`config.mk`:
```
export PLATFORM = sky130hd
export DESIGN_NAME = mem_axil_bridge
export DESIGN_NICKNAME = d
export VERILOG_FILES = /design/src/rtl/mem_axil_bridge.sv
export SDC_FILE = /design/constraint.sdc
export NUM_CORES = 1
export LEC_CHECK = 0
export BUFFER_PORTS_ARGS = -buffer_cell sky130_fd_sc_hd__buf_2
export CAP_MARGIN = 5
export CORE_ASPECT_RATIO = 1.5
export CORE_MARGIN = 2
export CORE_UTILIZATION = 45
export CTS_CLUSTER_DIAMETER = 30
export CTS_CLUSTER_SIZE = 25
export DETAILED_ROUTE_END_ITERATION = 12
export PLACE_DENSITY = 0.79
export SYNTH_ARGS = -nofsm -noshare
export SYNTH_HDL_FRONTEND = slang
export SYNTH_SLANG_ARGS = --single-unit
```
`constraint.sdc`:
```
create_clock -name clk -period 3.5 [get_ports clk]
set_input_delay 1.05 -clock clk [delete_from_list [all_inputs] [get_ports clk]]
set_output_delay 1.05 -clock clk [all_outputs]
set_load 0.005 [all_outputs]
```
`src/rtl/mem_axil_bridge.sv`:
```
// -----------------------------------------------------------------------------
// mem_axil_bridge
//
// Purpose:
//   Bridges a simple native memory request interface (valid/ready, wstrb==0
//   means read) onto an AXI4-Lite master port. One transaction is in flight
//   at a time. Every AXI phase is guarded by a wait counter: if a phase stalls
//   for TIMEOUT cycles, the bridge drops its valids/readies and completes the
//   native request with bus_err. On an aborted read, mem_rdata is all ones.
//
// Parameters:
//   TIMEOUT     cycles a single AXI phase may wait before it is aborted (1..255)
//   PROT_DATA   AxPROT value driven for data accesses
//   PROT_INSTR  ARPROT value driven for instruction fetches
//
// Ports:
//   clk, resetn                 clock, synchronous active-low reset
//   mem_valid_i / mem_instr_i   native request strobe / request is a fetch
//   mem_addr_i                  byte address
//   mem_wdata_i / mem_wstrb_i   write data / byte enables (0 = read)
//   mem_ready_o                 one-cycle completion pulse
//   mem_rdata_o                 read data, valid with mem_ready_o
//   m_aw*  / m_w* / m_b*        AXI4-Lite write address / data / response
//   m_ar*  / m_r*               AXI4-Lite read address / data
//   bus_err_o                   one-cycle pulse on error response or timeout
// -----------------------------------------------------------------------------
module mem_axil_bridge #(
    parameter int         TIMEOUT    = 255,
    parameter logic [2:0] PROT_DATA  = 3'b000,
    parameter logic [2:0] PROT_INSTR = 3'b100
) (
    input  logic        clk,
    input  logic        resetn,

    input  logic        mem_valid_i,
    input  logic        mem_instr_i,
    input  logic [31:0] mem_addr_i,
    input  logic [31:0] mem_wdata_i,
    input  logic [3:0]  mem_wstrb_i,
    output logic        mem_ready_o,
    output logic [31:0] mem_rdata_o,

    output logic        m_awvalid_o,
    output logic [31:0] m_awaddr_o,
    output logic [2:0]  m_awprot_o,
    input  logic        m_awready_i,

    output logic        m_wvalid_o,
    output logic [31:0] m_wdata_o,
    output logic [3:0]  m_wstrb_o,
    input  logic        m_wready_i,

    input  logic        m_bvalid_i,
    input  logic [1:0]  m_bresp_i,
    output logic        m_bready_o,

    output logic        m_arvalid_o,
    output logic [31:0] m_araddr_o,
    output logic [2:0]  m_arprot_o,
    input  logic        m_arready_i,

    input  logic        m_rvalid_i,
    input  logic [31:0] m_rdata_i,
    input  logic [1:0]  m_rresp_i,
    output logic        m_rready_o,

    output logic        bus_err_o
);

    typedef enum logic [2:0] {
        IDLE  = 3'd0,
        WADDR = 3'd1,
        WRESP = 3'd2,
        RADDR = 3'd3,
        RDATA = 3'd4,
        DONE  = 3'd5
    } state_t;

    localparam logic [7:0] WAIT_LIMIT = 8'(TIMEOUT);

    state_t      state_q;
    logic [7:0]  wait_q;
    logic [7:0]  wait_d;

    logic [31:0] addr_q;
    logic [31:0] wdata_q;
    logic [3:0]  wstrb_q;
    logic        instr_q;

    logic        awvalid_q;
    logic        wvalid_q;
    logic        bready_q;
    logic        arvalid_q;
    logic        rready_q;
    logic        ready_q;
    logic        err_q;
    logic [31:0] rdata_q;

    logic        timeout;
    logic        aw_pending;
    logic        w_pending;

    // Counter value if the current state is held for another cycle. The abort
    // fires on the cycle whose increment would reach TIMEOUT, so a phase waits
    // for exactly TIMEOUT cycles before it is dropped.
    assign wait_d  = wait_q + 8'd1;
    assign timeout = (wait_d == WAIT_LIMIT);

    // A write channel is still outstanding if its valid is up and the slave
    // does not accept it in this cycle.
    assign aw_pending = awvalid_q && !m_awready_i;
    assign w_pending  = wvalid_q && !m_wready_i;

    always_ff @(posedge clk) begin
        if (!resetn) begin
            state_q   <= IDLE;
            wait_q    <= 8'd0;
            addr_q    <= 32'd0;
            wdata_q   <= 32'd0;
            wstrb_q   <= 4'd0;
            instr_q   <= 1'b0;
            awvalid_q <= 1'b0;
            wvalid_q  <= 1'b0;
            bready_q  <= 1'b0;
            arvalid_q <= 1'b0;
            rready_q  <= 1'b0;
            ready_q   <= 1'b0;
            err_q     <= 1'b0;
            rdata_q   <= 32'd0;
        end else begin
            // Completion and error are single-cycle pulses.
            ready_q <= 1'b0;
            err_q   <= 1'b0;

            case (state_q)
                IDLE: begin
                    wait_q <= 8'd0;
                    if (mem_valid_i) begin
                        addr_q  <= mem_addr_i;
                        wdata_q <= mem_wdata_i;
                        wstrb_q <= mem_wstrb_i;
                        instr_q <= mem_instr_i;
                        if (mem_wstrb_i != 4'd0) begin
                            state_q   <= WADDR;
                            awvalid_q <= 1'b1;
                            wvalid_q  <= 1'b1;
                        end else begin
                            state_q   <= RADDR;
                            arvalid_q <= 1'b1;
                        end
                    end
                end

                WADDR: begin
                    // Address and data may be accepted in different cycles;
                    // each valid drops on its own handshake.
                    if (m_awready_i) awvalid_q <= 1'b0;
                    if (m_wready_i)  wvalid_q  <= 1'b0;

                    if (!aw_pending && !w_pending) begin
                        state_q  <= WRESP;
                        bready_q <= 1'b1;
                        wait_q   <= 8'd0;
                    end else if (timeout) begin
                        awvalid_q <= 1'b0;
                        wvalid_q  <= 1'b0;
                        ready_q   <= 1'b1;
                        err_q     <= 1'b1;
                        state_q   <= DONE;
                        wait_q    <= 8'd0;
                    end else begin
                        wait_q <= wait_d;
                    end
                end

                WRESP: begin
                    if (m_bvalid_i) begin
                        bready_q <= 1'b0;
                        ready_q  <= 1'b1;
                        err_q    <= (m_bresp_i != 2'b00);
                        state_q  <= DONE;
                        wait_q   <= 8'd0;
                    end else if (timeout) begin
                        bready_q <= 1'b0;
                        ready_q  <= 1'b1;
                        err_q    <= 1'b1;
                        state_q  <= DONE;
                        wait_q   <= 8'd0;
                    end else begin
                        wait_q <= wait_d;
                    end
                end

                RADDR: begin
                    if (m_arready_i) begin
                        arvalid_q <= 1'b0;
                        rready_q  <= 1'b1;
                        state_q   <= RDATA;
                        wait_q    <= 8'd0;
                    end else if (timeout) begin
                        arvalid_q <= 1'b0;
                        rdata_q   <= 32'hFFFF_FFFF;
                        ready_q   <= 1'b1;
                        err_q     <= 1'b1;
                        state_q   <= DONE;
                        wait_q    <= 8'd0;
                    end else begin
                        wait_q <= wait_d;
                    end
                end

                RDATA: begin
                    if (m_rvalid_i) begin
                        // Error responses still pass their data through.
                        rready_q <= 1'b0;
                        rdata_q  <= m_rdata_i;
                        ready_q  <= 1'b1;
                        err_q    <= (m_rresp_i != 2'b00);
                        state_q  <= DONE;
                        wait_q   <= 8'd0;
                    end else if (timeout) begin
                        rready_q <= 1'b0;
                        rdata_q  <= 32'hFFFF_FFFF;
                        ready_q  <= 1'b1;
                        err_q    <= 1'b1;
                        state_q  <= DONE;
                        wait_q   <= 8'd0;
                    end else begin
                        wait_q <= wait_d;
                    end
                end

                DONE: begin
                    // The requester still shows valid in this cycle because it
                    // only just saw ready; do not start a second transaction.
                    state_q <= IDLE;
                    wait_q  <= 8'd0;
                end

                default: begin
                    state_q <= IDLE;
                    wait_q  <= 8'd0;
                end
            endcase
        end
    end

    assign mem_ready_o = ready_q;
    assign mem_rdata_o = rdata_q;
    assign bus_err_o   = err_q;

    // Payload registers only change in IDLE, so they are stable while any
    // valid is raised.
    assign m_awvalid_o = awvalid_q;
    assign m_awaddr_o  = addr_q;
    assign m_awprot_o  = PROT_DATA;

    assign m_wvalid_o  = wvalid_q;
    assign m_wdata_o   = wdata_q;
    assign m_wstrb_o   = wstrb_q;

    assign m_bready_o  = bready_q;

    assign m_arvalid_o = arvalid_q;
    assign m_araddr_o  = addr_q;
    assign m_arprot_o  = instr_q ? PROT_INSTR : PROT_DATA;

    assign m_rready_o  = rready_q;

endmodule

```
# Yosys cells after proc, flatten, opt, wreduce, memory -nomap -nowiden
# Index checks and enable logic that the tools add are counted.
# W data, S select, Z words.
[op_classes]
addsub = 1
eq_ne = 14
mux = 49
reduce_logical = 21
[ops]
columns = ["operator", "count"]
rows = [
  ["$mux W32", 3],
  ["$pmux W32 S2", 1],
  ["$mux W8", 5],
  ["$pmux W8 S4", 1],
  ["$mux W1", 23],
  ["$mux W3", 7],
  ["$pmux W3 S5", 1],
  ["$ne A2 B2 Y1 const B", 6],
  ["$reduce_bool A2 Y1", 6],
  ["$pmux W1 S2", 5],
  ["$ne A3 B3 Y1 const B", 3],
  ["$reduce_and A3 Y1", 3],
  ["$add A8 B1 Y8 const B", 1],
  ["$eq A8 B8 Y1 const B", 1],
  ["$pmux W1 S4", 2],
  ["$eq A3 B2 Y1 const B", 2],
  ["$logic_not A1 Y1", 4],
  ["$reduce_and A2 Y1", 2],
  ["$reduce_and A4 Y1", 1],
  ["$reduce_bool A4 Y1", 1],
  ["$eq A3 B1 Y1 const B", 1],
  ["$eq A3 B3 Y1 const B", 1],
  ["$logic_and A1 B1 Y1", 3],
  ["$logic_not A3 Y1", 1],
  ["$mux W2", 1],
]
[word_totals]
reg_bits = 119
input_bits = 113
out_inout_bits = 145
elab_cells = 99

# Longest topological paths before layout
[depth]
ltp_word = 6
depth_mapped = 8
ltp_nobuf = 7

# Least setup slack after synthesis
# Ideal clock, no wire load.
[synth_path]
path_type = "in2reg"
from = "in mem_wstrb_i[0]"
to = "reg state_q[1]"
arrival_time_ns = 1.891
required_time_ns = 3.430
setup_slack_ns = 1.539
cell_stages = 5
cell_sequence = "nor4_1 a21oi_1 o21ai_0 nand2b_1 a21oi_1"
[synth_via]
elab_chain_len = 4
[synth_lines]
columns = ["item", "line", "source"]
rows = [
  ["start: declaration", "39", "input logic [3:0] mem_wstrb_i,"],
  ["$reduce_bool A4 Y1", "143", "if (mem_wstrb_i != 4'd0) begin"],
  ["$mux W2", "143", ""],
  ["$mux W3", "138", "if (mem_valid_i) begin"],
  ["$pmux W3 S5", "135", "case (state_q)"],
  ["end signal: assignment", "144", "state_q <= WADDR;"],
  ["end signal: assignment", "148", "state_q <= RADDR;"],
  ["end signal: assignment", "161", "state_q <= WRESP;"],
  ["end: declaration", "81", "state_t state_q;"],
]
# Every way passes these cells. The select of a mux whose other input is x is not followed.
# A chain may end at the register's enable or synchronous reset.

# Final worst setup path
[layout_path]
from = "reg wait_q[0]"
to = "reg rdata_q[25] (netlist: mem_rdata_o[25])"
[layout_via]
elab_chain_len = 5
elab_cells_between_ends = 6
cone_classes = "add/sub (1); eq/ne (1); mux (4)"
[layout_lines]
columns = ["item", "line", "source"]
rows = [
  ["start: declaration", "82", "logic [7:0] wait_q;"],
  ["start signal: assignment", "172", "wait_q <= wait_d;"],
  ["start signal: assignment", "190", "wait_q <= wait_d;"],
  ["start signal: assignment", "208", "wait_q <= wait_d;"],
  ["$add A8 B1 Y8 (*)", "106", "assign wait_d = wait_q + 8'd1;"],
  ["$eq A8 B8 Y1 (*)", "107", "assign timeout = (wait_d == WAIT_LIMIT);"],
  ["$mux W32 (*)", "-", ""],
  ["$mux W32 (on tied branches)", "-", ""],
  ["$pmux W32 S2 (*)", "-", ""],
  ["end signal: assignment", "216", "rdata_q <= m_rdata_i;"],
  ["end: declaration", "97", "logic [31:0] rdata_q;"],
]
# Mark *: on every way between the ends. The rest lies on a longest branch, timed or not. The select of a mux whose other input is x is not followed.

==> run_results.csv <==
group,metric,value,unit
status,status,"complete, no violations",
power,p_int,2.639,mW
setup_path,timing.rr.start,"wait_q[0]",
logic_synthesis,synth_top_family_by_area,"compound AO/OA/AOI/OAI gates",
cts,ctsResizeCount,0,
logic_synthesis,yosys.area.top_type,"dfxtp_1",
power,power_density,525.7,nW/µm²
power,pwr-share-seq,41.5,%
grt,grt_max_degree,52,
sta,hold_viol,0,
logic_synthesis,ys_seq_area_share,47.40,%
setup_path,path_class,"reg -> reg",
logic_synthesis,synthXorXnorAreaFrac,0.8713,%
cts,clk_latency,400,ps
logic_synthesis,synth_edf_count,0,
sta,max_slew_margin,41.03,%
logic_synthesis,synthArstFlopShare,0,%
sta,rsz0062_at_grt,"no",
layout,area_growth,32.98,%
cts,post-cts-setup-buffers,0,
die,core,10940,µm²
logic_synthesis,synthAdderAreaFrac,0.4979,%
route,post-route-drc-count,0,
setup_path,crit_path_end_kind,"flop",
route,vias,4803,
layout,drive_above_1_share,39.74,%
grt,grt_remaining_overflow,0,
flow_run,drv_cap,0,
logic_synthesis,synth_commonest_cells,"nand2_1 (150), dfxtp_1 (119), a21oi_1 (85)",
setup_path,crit_required,3770,ps
logic_synthesis,synth_flop_cell,"dfxtp_1",
logic_synthesis,synth_top_area_share,47.40,%
min_path,min_path_type,"reg -> reg",
grt,grt_use_total,21.27,%
die,ios,258,
cts,cts.htree.levels,4,
logic_synthesis,synth_compound_area_share,22.08,%
grt,grt_busiest_layer,"met2",
setup_path,rr_worst_depth,7,
route,wl,13210,µm
die,die_h,133.4,µm
min_path,min_path_cells,2,
logic_synthesis,yosysMostFrequentCell,"nand2_1",
sta,fin_crit_sh,63.22,%
place,hpwl,9532,µm
logic_synthesis,ys_ff_latch,119,
die,fp.dieW,90.29,µm
sta,maxSlewViolCount,0,
route,viasPerCell,4.876,
power,combPwrFrac,10.4,%
cts,tritoncts,"done",
grt,use_met2,36.63,%
route,post_drt_wl_per_cell,13.41,µm
cts,clkSinkCount,119,
power,switching_share,24.91,%
power,switchingPower,875.2,µW
place,placed_cell_area,6105,µm²
power,clkPwrFrac,48.1,%
min_path,min-delay-start,"mem_rdata_o[1]",
route,ant_nets,0,
power,p_leak,3.083,nW
grt,grt_pass1_vias,4476,
setup_path,cp_max_fo,32,
setup_path,ff2ff_setup_slack,1290,ps
layout,layout.nets,940,
place,io_buffers,252,
logic_synthesis,synth_simple_gate_area_share,16.80,%
sta,finalClockSkew,7.316,ps
logic_synthesis,synth_area_leaders,"dfxtp_1 (47%), nand2_1 (11%), a21oi_1 (8.5%)",
place,gp_congestion,0.9330,
route,firstDrtPassIters,4,
grt,grt_pass1_wl,20850,µm
sta,setup_viol,0,
layout,final_cell_area,6684,µm²
grt,grtUsageMet1,24.00,%
die,initial_core_util,45.95,%
logic_synthesis,syn_inst,618,
cts,clk_pin_slew,60,ps
grt,grt_antenna_before_repair,1,
sta,setup-tns-final,0,ps
cts,postCtsHoldBufs,0,
logic_synthesis,yosysWarnings,0,
cts,cts.path.max_buffers,2,
setup_path,critPathLaunchType,"flop",
sta,worst_pin_slew,882.4,ps
route,drt-initial-drc-count,198,
die,fp.dieArea,12050,µm²
sta,post-route-min-period,2213,ps
logic_synthesis,syn_area,5026,µm²
power,total_power,3.514,mW
min_path,whs_endpoint,"mem_rdata_o[1]",
layout,num_antenna_cells,0,
sta,max_freq,451.9,MHz
grt,use_met3,7.240,%
setup_path,r2r_end,"mem_rdata_o[25]",
logic_synthesis,syn_avg_cell_area,8.133,µm²
cts,cts_buffers,17,
setup_path,critPathArrivalTime,2480,ps
die,fp-row-count,47,
cts,cts_root_buf,"clkbuf_16",
power,peakVddDrop,0.0003161,V
logic_synthesis,ys_types,52,
logic_synthesis,muxShareOfSynthArea,0.5228,%
## kinds of logic after synthesis
kind of cell,count (synthesis)
AO/OA/AOI/OAI,181
XOR/XNOR,5
adder cells (fa/ha/maj),2
buffers and inverters,110
flip-flops,119
multiplexers,2
other,1
AND/OR/NAND/NOR,198
## worst max-delay path by stage
stage,from,endpoint,cells past startpoint
finish,wait_q[0],mem_rdata_o[25],7
CTS,wait_q[0],mem_rdata_o[25],8
floorplan,mem_wstrb_i[0],state_q[1],5
detailed placement,m_rvalid_i,mem_rdata_o[18],4
global route,state_q[2],mem_rdata_o[6],5
global placement,m_rvalid_i,mem_rdata_o[20],4
## routing by layer
metal | up-vias | share of wire, %
li1 | 2412 | -
met1 | 2154 | 40
met2 | 214 | 50
met3 | 23 | 8.1
met4 | 0 | 2.2
met5 | - | 0
## per-stage QoR
| stage | std cells | setup WS, ps | utilization, % | hold slack (ps) |
|---|---|---|---|---|
| after floorplan | 622 | 1539 | - | 436.7 |
| final | 985 | 1287 | 61.11 | 445.2 |
| after global placement | 953 | 1187 | 55.81 | 428.2 |
| after global routing | 985 | 978.6 | 61.11 | 458.6 |
| after CTS | 985 | 1290 | 61.11 | 447.2 |
| after detailed placement | 953 | 1185 | 55.81 | 436.4 |
## cell type report
type | count | area, µm²
multi-input combinational | 393 | 2072
clock inverter | 14 | 150.1
fill | 1044 | 4254
tap | 147 | 183.9
inverter | 36 | 135.1
sequential | 119 | 2382
timing repair buffer | 258 | 1331
clock buffer | 18 | 429.2
## worst max-delay path, stage by stage (launching register included)
cell	delay, ps
dfxtp_1	420
ha_1	330
nand2b_1	160
o21ai_1	90
a31o_2	300
a31oi_4	150
buf_4	470
a21oi_1	130
## power by group through the flow
stage	sequential [mW]	combinational (mW)	clock [mW]
detailed placement	1.49	0.368	0
finish	1.46	0.364	1.69
global route	1.47	0.408	1.79
global placement	1.49	0.365	0
floorplan	1.49	0.216	0
CTS	1.46	0.370	1.72
## registers in the layout (all words and copies together), names as in the netlist
signal       flops
mem_rdata_o     32
wait_q           8
m_wvalid_o       1
m_bready_o       1
state_q          3
m_rready_o       1
m_araddr_o      32
bus_err_o        1
instr_q          1
m_wdata_o       32
mem_ready_o      1
m_arvalid_o      1
m_awvalid_o      1
m_wstrb_o        4
## layout by cell type, fill, tap and decap left out, drive strengths merged, types with 3 or more instances in the layout
| master | netlist | routed |
|---|---|---|
| clkbuf | 22 | 18 |
| nand2 | 150 | 150 |
| o21bai | 3 | 3 |
| clkinv | 0 | 9 |
| nand3 | 4 | 4 |
| and2 | 3 | 3 |
| nor2 | 15 | 15 |
| o211ai | 3 | 3 |
| dfxtp | 119 | 119 |
| nor3 | 3 | 3 |
| xor2 | 3 | 3 |
| nand2b | 6 | 6 |
| nor2b | 4 | 4 |
| a21oi | 116 | 116 |
| a31oi | 5 | 5 |
| o21ai | 43 | 43 |
| buf | 52 | 258 |
| conb | 1 | 5 |
| inv | 36 | 39 |
No activity file was read; power rests on OpenSTA's default activity.
